===== src/rtl/mem_arbiter_if.sv =====
// Bundle of the requester-side, memory-side and status signals around mem_arbiter.
// The arbiter uses the slave view; the environment (requesters plus memory) uses the master view.
interface mem_arbiter_if;
    logic        i_req;
    logic [31:0] i_address;
    logic [31:0] i_data_read;
    logic        i_data_valid;

    logic        d_req;
    logic [31:0] d_address;
    logic [31:0] d_data_write;
    logic        d_write_enable;
    logic [31:0] d_data_read;
    logic        d_data_valid;

    logic        m_req;
    logic [31:0] m_address;
    logic [31:0] m_data_write;
    logic        m_write_enable;
    logic [31:0] m_data_read;
    logic        m_data_valid;

    logic        err;

    modport slave (
        input  i_req, i_address, d_req, d_address, d_data_write, d_write_enable,
        input  m_data_read, m_data_valid,
        output i_data_read, i_data_valid, d_data_read, d_data_valid,
        output m_req, m_address, m_data_write, m_write_enable, err
    );

    modport master (
        output i_req, i_address, d_req, d_address, d_data_write, d_write_enable,
        output m_data_read, m_data_valid,
        input  i_data_read, i_data_valid, d_data_read, d_data_valid,
        input  m_req, m_address, m_data_write, m_write_enable, err
    );
endinterface


===== src/rtl/mem_arbiter.sv =====
// Single-port memory arbiter between an instruction fetch port and a data port.
// Data wins ties, but at most MAX_D_BURST data grants in a row while a fetch waits.
module mem_arbiter #(
    parameter int unsigned MAX_D_BURST = 4,
    parameter int unsigned TIMEOUT     = 255
) (
    input  logic         clk,
    input  logic         reset_n,
    mem_arbiter_if.slave bus
);
    localparam logic [1:0] IDLE    = 2'd0;
    localparam logic [1:0] SERVE_I = 2'd1;
    localparam logic [1:0] SERVE_D = 2'd2;

    localparam int unsigned SW = ($clog2(MAX_D_BURST + 1) < 3) ? 3 : $clog2(MAX_D_BURST + 1);
    localparam int unsigned WW = ($clog2(TIMEOUT + 1) < 1) ? 1 : $clog2(TIMEOUT + 1);
    localparam logic [SW-1:0] STREAK_MAX = SW'(MAX_D_BURST);
    localparam logic [WW-1:0] WAIT_MAX   = WW'(TIMEOUT);

    logic [1:0]    state_q, state_d;
    logic [SW-1:0] streak_q, streak_d;
    logic [WW-1:0] wait_q, wait_d;
    logic          err_q, err_d;
    logic [31:0]   addr_q, addr_d;
    logic [31:0]   wdata_q, wdata_d;
    logic          we_q, we_d;
    logic          serving, timed_out, done;
    logic [31:0]   resp_data;

    assign serving   = (state_q == SERVE_I) || (state_q == SERVE_D);
    // A real completion on the timeout cycle takes precedence over the abort.
    assign timed_out = serving && !bus.m_data_valid && (wait_q == WAIT_MAX);
    assign done      = serving && (bus.m_data_valid || timed_out);
    assign resp_data = timed_out ? 32'hFFFF_FFFF : bus.m_data_read;

    always_comb begin
        state_d  = state_q;
        streak_d = streak_q;
        wait_d   = wait_q;
        err_d    = err_q;
        addr_d   = addr_q;
        wdata_d  = wdata_q;
        we_d     = we_q;
        unique case (state_q)
            IDLE: begin
                if (bus.d_req && (!bus.i_req || streak_q != STREAK_MAX)) begin
                    state_d  = SERVE_D;
                    wait_d   = '0;
                    addr_d   = bus.d_address;
                    wdata_d  = bus.d_data_write;
                    we_d     = bus.d_write_enable;
                    if (streak_q != STREAK_MAX) begin
                        streak_d = streak_q + 1'b1;
                    end
                end else if (bus.i_req) begin
                    state_d  = SERVE_I;
                    wait_d   = '0;
                    addr_d   = bus.i_address;
                    we_d     = 1'b0;
                    streak_d = '0;
                end
            end
            SERVE_I, SERVE_D: begin
                if (done) begin
                    state_d = IDLE;
                    if (timed_out) begin
                        err_d = 1'b1;
                    end
                end else begin
                    wait_d = wait_q + 1'b1;
                end
            end
            default: state_d = IDLE;
        endcase
    end

    always_ff @(posedge clk or negedge reset_n) begin
        if (!reset_n) begin
            state_q  <= IDLE;
            streak_q <= '0;
            wait_q   <= '0;
            err_q    <= 1'b0;
            addr_q   <= '0;
            wdata_q  <= '0;
            we_q     <= 1'b0;
        end else begin
            state_q  <= state_d;
            streak_q <= streak_d;
            wait_q   <= wait_d;
            err_q    <= err_d;
            addr_q   <= addr_d;
            wdata_q  <= wdata_d;
            we_q     <= we_d;
        end
    end

    assign bus.m_req          = serving;
    assign bus.m_address      = addr_q;
    assign bus.m_data_write   = wdata_q;
    assign bus.m_write_enable = we_q;
    assign bus.err            = err_q;

    assign bus.i_data_valid = (state_q == SERVE_I) && done;
    assign bus.d_data_valid = (state_q == SERVE_D) && done;
    assign bus.i_data_read  = resp_data;
    assign bus.d_data_read  = resp_data;
endmodule


===== src/flat_wrapper.sv =====
// flat-port wrapper written by rule: the top's interface ports become plain ports
module mem_arbiter_flat 
#(
    parameter int unsigned MAX_D_BURST = 4,
    parameter int unsigned TIMEOUT     = 255
)
  (clk, reset_n, bus_i_req, bus_i_address, bus_d_req, bus_d_address, bus_d_data_write, bus_d_write_enable, bus_m_data_read, bus_m_data_valid, bus_i_data_read, bus_i_data_valid, bus_d_data_read, bus_d_data_valid, bus_m_req, bus_m_address, bus_m_data_write, bus_m_write_enable, bus_err);
  mem_arbiter_if bus_i ();
  input  logic clk;
  input  logic reset_n;
  input wire logic [$bits(bus_i.i_req)-1:0] bus_i_req;
  input wire logic [$bits(bus_i.i_address)-1:0] bus_i_address;
  input wire logic [$bits(bus_i.d_req)-1:0] bus_d_req;
  input wire logic [$bits(bus_i.d_address)-1:0] bus_d_address;
  input wire logic [$bits(bus_i.d_data_write)-1:0] bus_d_data_write;
  input wire logic [$bits(bus_i.d_write_enable)-1:0] bus_d_write_enable;
  input wire logic [$bits(bus_i.m_data_read)-1:0] bus_m_data_read;
  input wire logic [$bits(bus_i.m_data_valid)-1:0] bus_m_data_valid;
  output wire logic [$bits(bus_i.i_data_read)-1:0] bus_i_data_read;
  output wire logic [$bits(bus_i.i_data_valid)-1:0] bus_i_data_valid;
  output wire logic [$bits(bus_i.d_data_read)-1:0] bus_d_data_read;
  output wire logic [$bits(bus_i.d_data_valid)-1:0] bus_d_data_valid;
  output wire logic [$bits(bus_i.m_req)-1:0] bus_m_req;
  output wire logic [$bits(bus_i.m_address)-1:0] bus_m_address;
  output wire logic [$bits(bus_i.m_data_write)-1:0] bus_m_data_write;
  output wire logic [$bits(bus_i.m_write_enable)-1:0] bus_m_write_enable;
  output wire logic [$bits(bus_i.err)-1:0] bus_err;
  assign bus_i.i_req = bus_i_req;
  assign bus_i.i_address = bus_i_address;
  assign bus_i.d_req = bus_d_req;
  assign bus_i.d_address = bus_d_address;
  assign bus_i.d_data_write = bus_d_data_write;
  assign bus_i.d_write_enable = bus_d_write_enable;
  assign bus_i.m_data_read = bus_m_data_read;
  assign bus_i.m_data_valid = bus_m_data_valid;
  assign bus_i_data_read = bus_i.i_data_read;
  assign bus_i_data_valid = bus_i.i_data_valid;
  assign bus_d_data_read = bus_i.d_data_read;
  assign bus_d_data_valid = bus_i.d_data_valid;
  assign bus_m_req = bus_i.m_req;
  assign bus_m_address = bus_i.m_address;
  assign bus_m_data_write = bus_i.m_data_write;
  assign bus_m_write_enable = bus_i.m_write_enable;
  assign bus_err = bus_i.err;
  mem_arbiter #(.MAX_D_BURST(MAX_D_BURST), .TIMEOUT(TIMEOUT)) u_core (.clk(clk), .reset_n(reset_n), .bus(bus_i));
endmodule

===== config.mk =====
export PLATFORM = sky130hd
export DESIGN_NAME = mem_arbiter_flat
export DESIGN_NICKNAME = d
export VERILOG_FILES = /design/src/rtl/mem_arbiter_if.sv /design/src/rtl/mem_arbiter.sv /design/src/flat_wrapper.sv
export SDC_FILE = /design/constraint.sdc
export NUM_CORES = 1
export LEC_CHECK = 0
export BUFFER_PORTS_ARGS = -buffer_cell sky130_fd_sc_hd__buf_4
export CAP_MARGIN = 10
export CORE_AREA = 10 10 109 111
export CTS_CLUSTER_DIAMETER = 120
export CTS_CLUSTER_SIZE = 40
export DETAILED_ROUTE_END_ITERATION = 12
export DIE_AREA = 0 0 119 121
export PLACE_DENSITY = 0.8
export SLEW_MARGIN = 20
export SYNTH_ARGS = -nofsm -noshare
export SYNTH_HDL_FRONTEND = slang
export SYNTH_SLANG_ARGS = --single-unit

===== constraint.sdc =====
create_clock -name clk -period 2.24 [get_ports clk]
set_input_delay 0.448 -clock clk [delete_from_list [all_inputs] [get_ports clk]]
set_output_delay 0.448 -clock clk [all_outputs]
set_load 0.01 [all_outputs]

# Yosys cells after proc, flatten, opt, wreduce, memory -nomap -nowiden
# Index checks and enable logic that the tools add are counted.
# op_classes
n_addsub,2
reduce_logical,21
bitwise,0
shifts,0
mul,0
mux,16
eq_ne,8
magnitude_cmp,0
n_div,0
# op_table
op,count
$mux 32,3
$mux 8,3
$pmux 8 s2,1
$mux 3,3
$reduce_and 3->1,3
$add 8x1->8 const B,1
$eq 8x8->1 const B,1
$logic_and 1x1->1,6
$mux 2,3
$reduce_and 2->1,3
$ne 2x1->1 const B,2
$pmux 2 s2,1
$reduce_bool 2->1,2
$add 3x1->3 const B,1
$logic_or 1x1->1,3
$ne 3x2->1 const B,1
$ne 3x3->1 const B,1
$eq 2x1->1 const B,1
$eq 2x2->1 const B,1
$logic_not 1->1,2
$logic_not 2->1,1
$mux 1,2
$ne 2x2->1 const B,1
$reduce_or 2->1,1
# word_totals
ramBits,0
latchBits,0
elab_cells,54
output_inout_bits,133
mem_bits_ro,0
mem_count,0
reg_bits,79

# Logic depth before layout (Yosys ltp)
# logic_depth
depth_word,8
depth_mapped,7
depth_no_buf,6

# Worst setup path after synthesis
# No wires, ideal clock.
# synth_path
path_type,reg-to-output
startpoint,register u_core.state_q[0]
endpoint,output port bus_i_data_read[10]
path_stages_with_launch,8
path_slack_ns,-0.014
t_required_ns,1.792
arrival_time_ns,1.806
cell_sequence,dfrtp_1 inv_1 ha_1 nand2b_1 nor3b_4 buf_6 or2_1 buf_4
# synth_via
elab_chain_len,5
# synth_lines
item,line,source
"start, declared",mem_arbiter.sv:20,"logic [1:0] state_q, state_d;"
"start signal, assigned",mem_arbiter.sv:87,state_q <= state_d;
$eq 2x1->1 or $eq 2x2->1 (tied branches),mem_arbiter.sv:30,assign serving = (state_q == SERVE_I) || (state_q == SERVE_D);
$logic_or 1x1->1 *,mem_arbiter.sv:30,
via bus_m_req,flat_wrapper.sv:23,output wire logic [$bits(bus_i.m_req)-1:0] bus_m_req;
$logic_and 1x1->1 * (2 in series),mem_arbiter.sv:32,assign timed_out = serving && !bus.m_data_valid && (wait_q == WAIT_MAX);
$mux 32 *,mem_arbiter.sv:34,assign resp_data = timed_out ? 32'hFFFF_FFFF : bus.m_data_read;
"end, declared",flat_wrapper.sv:19,output wire logic [$bits(bus_i.i_data_read)-1:0] bus_i_data_read;
# Mark *: on every way through the listed nets, which the timed path passes. The rest lies on a longest branch.

# Worst setup path in the final report
# layout_path
startpoint,register u_core.wait_q[1]
endpoint,output port bus_d_data_read[5]
# layout_via
elab_chain_len,3
# layout_lines
item,line,source
"start, declared",mem_arbiter.sv:22,"logic [WW-1:0] wait_q, wait_d;"
"start signal, assigned",mem_arbiter.sv:89,wait_q <= wait_d;
$eq 8x8->1,mem_arbiter.sv:32,
$logic_and 1x1->1,mem_arbiter.sv:32,
$mux 32,mem_arbiter.sv:34,
"end, declared",flat_wrapper.sv:21,output wire logic [$bits(bus_i.d_data_read)-1:0] bus_d_data_read;
# Every way passes these cells.

==> metrics.cfg <==
[cts]
cts_inserted_buffers = 9
cts.sinks = 79
htreeDepth = 3
cts_hold_buffers = 0
cts_root_buf = clkbuf_8
clk_pin_slew_worst_paths_ns = 0.09
clock_path_buffers = 2
clk_latency_ns = 0.35
cts_tree = built

[placement]
hpwl_mm = 11.7
place.gp.congestion = 0.836
place_ws_ns = 0.0692
place_inst = 730
port_buffers = 266

[layout]
final_util_pct = 68.9
seq_area_mm2 = 0.00198
drive_above_1_share_pct = 55.4
multi_input_area_mm2 = 0.00183
fin_cells = 756
n_fill_cell = 748
area.growth.synth_to_final_pct = 62.4
n_antenna_cell = 0
nNetsFinal = 758

[route]
drtIter0Drc = 151
ant_nets = 0
wl_per_cell_um = 19.5
drc_errors = 0
routed_wl_mm = 14.7
first_pass_iters = 4
vias = 3619
routed_via_density = 4.79

[setup_path]
cp.arrival_ns = 1.95
worst_r2r_endpoint = u_core.bus.m_data_write[18]
end_kind = primary output
cp-start-kind = flip-flop
worstRegToRegCells = 6
worst_ep_required_time_ns = 1.79
rr_startpoint = u_core.streak_q[0]
crit_path_top_delay_cell = dfrtp_1
cpPeakStageDelay_ns = 0.42
crit_fanout = 16
r2r_slack_ns = 0.44
worstPathCellList = ha_4 > nand4_1 > nor3b_4 > buf_12 > buf_16 > or2_1 > buf_4
crit_type = reg2out

[synthesis]
syn_area_mm2 = 0.00409
yosysTopAreaCellShare_pct = 48.3
ys_top_cells_by_area = dfrtp_1 48%, mux2_1 8.8%, mux2i_1 7.8%, buf_4 6.4%, or2_1 4.6%
yosysUniqueCellTypes = 39
syn_nets = 514
synth.avg_cell_area_um2 = 10.9
synthTopCellsByCount = 79 x dfrtp_1, 37 x nand2_1, 36 x o21ai_1
yosysMostFrequentCell = dfrtp_1
synth-seq-area-share_pct = 48.3
ys_async_sr_fraction_pct = 100
ys_warn_count = 0
syn_inst = 374
ys_seq_elements = 79
synth_ff_type = dfrtp_1
synth_enable_flop_cells = 0
synth_top_area_cell = dfrtp_1

[sta]
hold_viol_final = 0
period_minus_slack_ns = 2.40
grt_setup_unrepaired = true
relSlewSlack_pct = 70.6
setup_violations = 66
timing.final.crit_share_pct = 107
max_freq_mhz = 417
setup_tns_ns = -8.39
slew_violations = 0
worst_slew_pin_slew_ns = 0.441
post-route-worst-setup-slack_ns = -0.161
fin_skew_ns = 0.0111

[floorplan]
rows = 36
floorplan.initialDensity_pct = 42.4
io_pins = 267
coreArea_mm2 = 0.00964
die_x_um = 119
dieArea_mm2 = 0.0144
die_y_um = 121

[hold_path]
hold_path.class = in2async

[pwr]
peakVddDrop_v = 0.000664
leakage_uw = 0.00333
powerDensity_mw_per_mm2 = 1050

[grt]
grt-ovfl-total = 0
antenna_found_initial = 0
grt_usage_pct = 18.9
grt_max_degree = 68
grt_pass1_vias = 3930
grt_pass1_wl_mm = 21.7

[status]
violations = negative setup slack
status = finished with violations

[flow_run]
max-cap-violations = 0

==> through the flow <==
stage | area [um2] | total power (uW) | hold slack [ns]
6_report | 6640 | 6990 | 0.0241
5_1_grt | 6640 | 7460 | 0.0431
4_1_cts | 6500 | 7040 | 0.0319
3_5_place_dp | 6000 | 5750 | 0.418
3_3_place_gp | 6000 | 5600 | 0.410
2_1_floorplan | 4090 | 4030 | 0.152
==> metal layers <==
metal | wire (um) | GRT usage, % | share of wire, % | vias to the layer above
li1 | - | - | - | 1731
met1 | 5230 | 18.6 | 36 | 1717
met2 | 8360 | 37.2 | 57 | 150
met3 | 759 | 4.42 | 5.2 | 21
met4 | 369 | 7.10 | 2.5 | 0
met5 | 0 | 0 | 0 | -
==> where the power goes <==
group	internal, uW	switching, uW	total (uW)
Sequential	2080	368	2440
Combinational	1750	1650	3410
Clock	624	521	1140
Total	4450	2540	6990
==> critical path: cells and delay by family (launching register included) <==
family / cells / cell delay (ns)
AND/OR/NAND/NOR: 3 / 0.56
buffers and inverters: 3 / 0.44
flip-flops: 1 / 0.42
adder cells (fa/ha/maj): 1 / 0.17
==> placed cells by master (no fill, tap or decap), types with 2 or more instances in the layout <==
master,netlist,routed
a22o_1,3,3
nor3b_2,3,3
buf_4,35,223
nand2_1,37,37
o21ai_0,7,7
buf_12,0,5
nand3_1,6,6
dfrtp_1,79,79
o21ai_4,0,2
clkinv_2,0,2
clkbuf_8,0,9
nor2b_1,3,3
bufinv_16,0,2
nand4_1,2,2
buf_6,6,53
nand2b_1,4,3
and3_2,1,2
nor2_1,5,5
mux2_1,32,32
inv_2,0,2
o21ai_1,36,34
ha_1,6,4
a31oi_1,4,4
ha_4,0,2
mux2i_1,32,32
or2_1,30,6
inv_1,8,6
clkinvlp_4,0,2
or2_4,0,26
nand3_2,2,2
a21oi_1,7,7
==> flip-flops by register name, summed over array words and instances, names as in the netlist <==
register / cells
u_core.bus.err: 1
u_core.bus.m_address: 32
u_core.bus.m_data_write: 32
u_core.bus.m_write_enable: 1
u_core.state_q: 2
u_core.streak_q: 3
u_core.wait_q: 8
==> timing repair <==
item / CTS / global route
setup buffers: 7 / 1
endpoints found under the setup margin: 66 / 66
pin swaps: 10 / 2
gates resized for setup: 58 / 31
cloned: 1 / 1
==> cells by family after synthesis <==
| group | Yosys count | synth area share (%) |
|---|---|---|
| fa+ha+maj | 6 | 1.83 |
| xor+xnor | 1 | 0.214 |
| compound gates | 65 | 9.27 |
| mux | 65 | 16.9 |
| simple gates | 100 | 13.6 |
| buf+inv | 58 | 9.82 |
| flops | 79 | 48.3 |
==> final cells by class <==
| type | instances | share of cell area [%] |
|---|---|---|
| Tap cell | 133 | 2.50 |
| Inverter | 8 | 0.452 |
| Multi-Input combinational cell | 237 | 27.6 |
| Clock buffer | 10 | 1.92 |
| Clock inverter | 6 | 1.28 |
| Sequential cell | 79 | 29.8 |
| Timing Repair Buffer | 283 | 36.5 |
==> how the worst max path moves through the flow <==
stage,startpoint,endpoint,slack (ns)
finish,u_core.wait_q[1],bus_d_data_read[5],-0.16
global route,u_core.wait_q[0],bus_d_data_read[5],-0.27
global placement,u_core.wait_q[0],bus_d_data_read[29],0.13
detailed placement,u_core.wait_q[0],bus_d_data_read[20],0.07
floorplan,u_core.state_q[0],bus_i_data_read[10],0.005
CTS,u_core.state_q[1],bus_i_data_read[11],-0.15
Power figures use the tool's default switching activity.
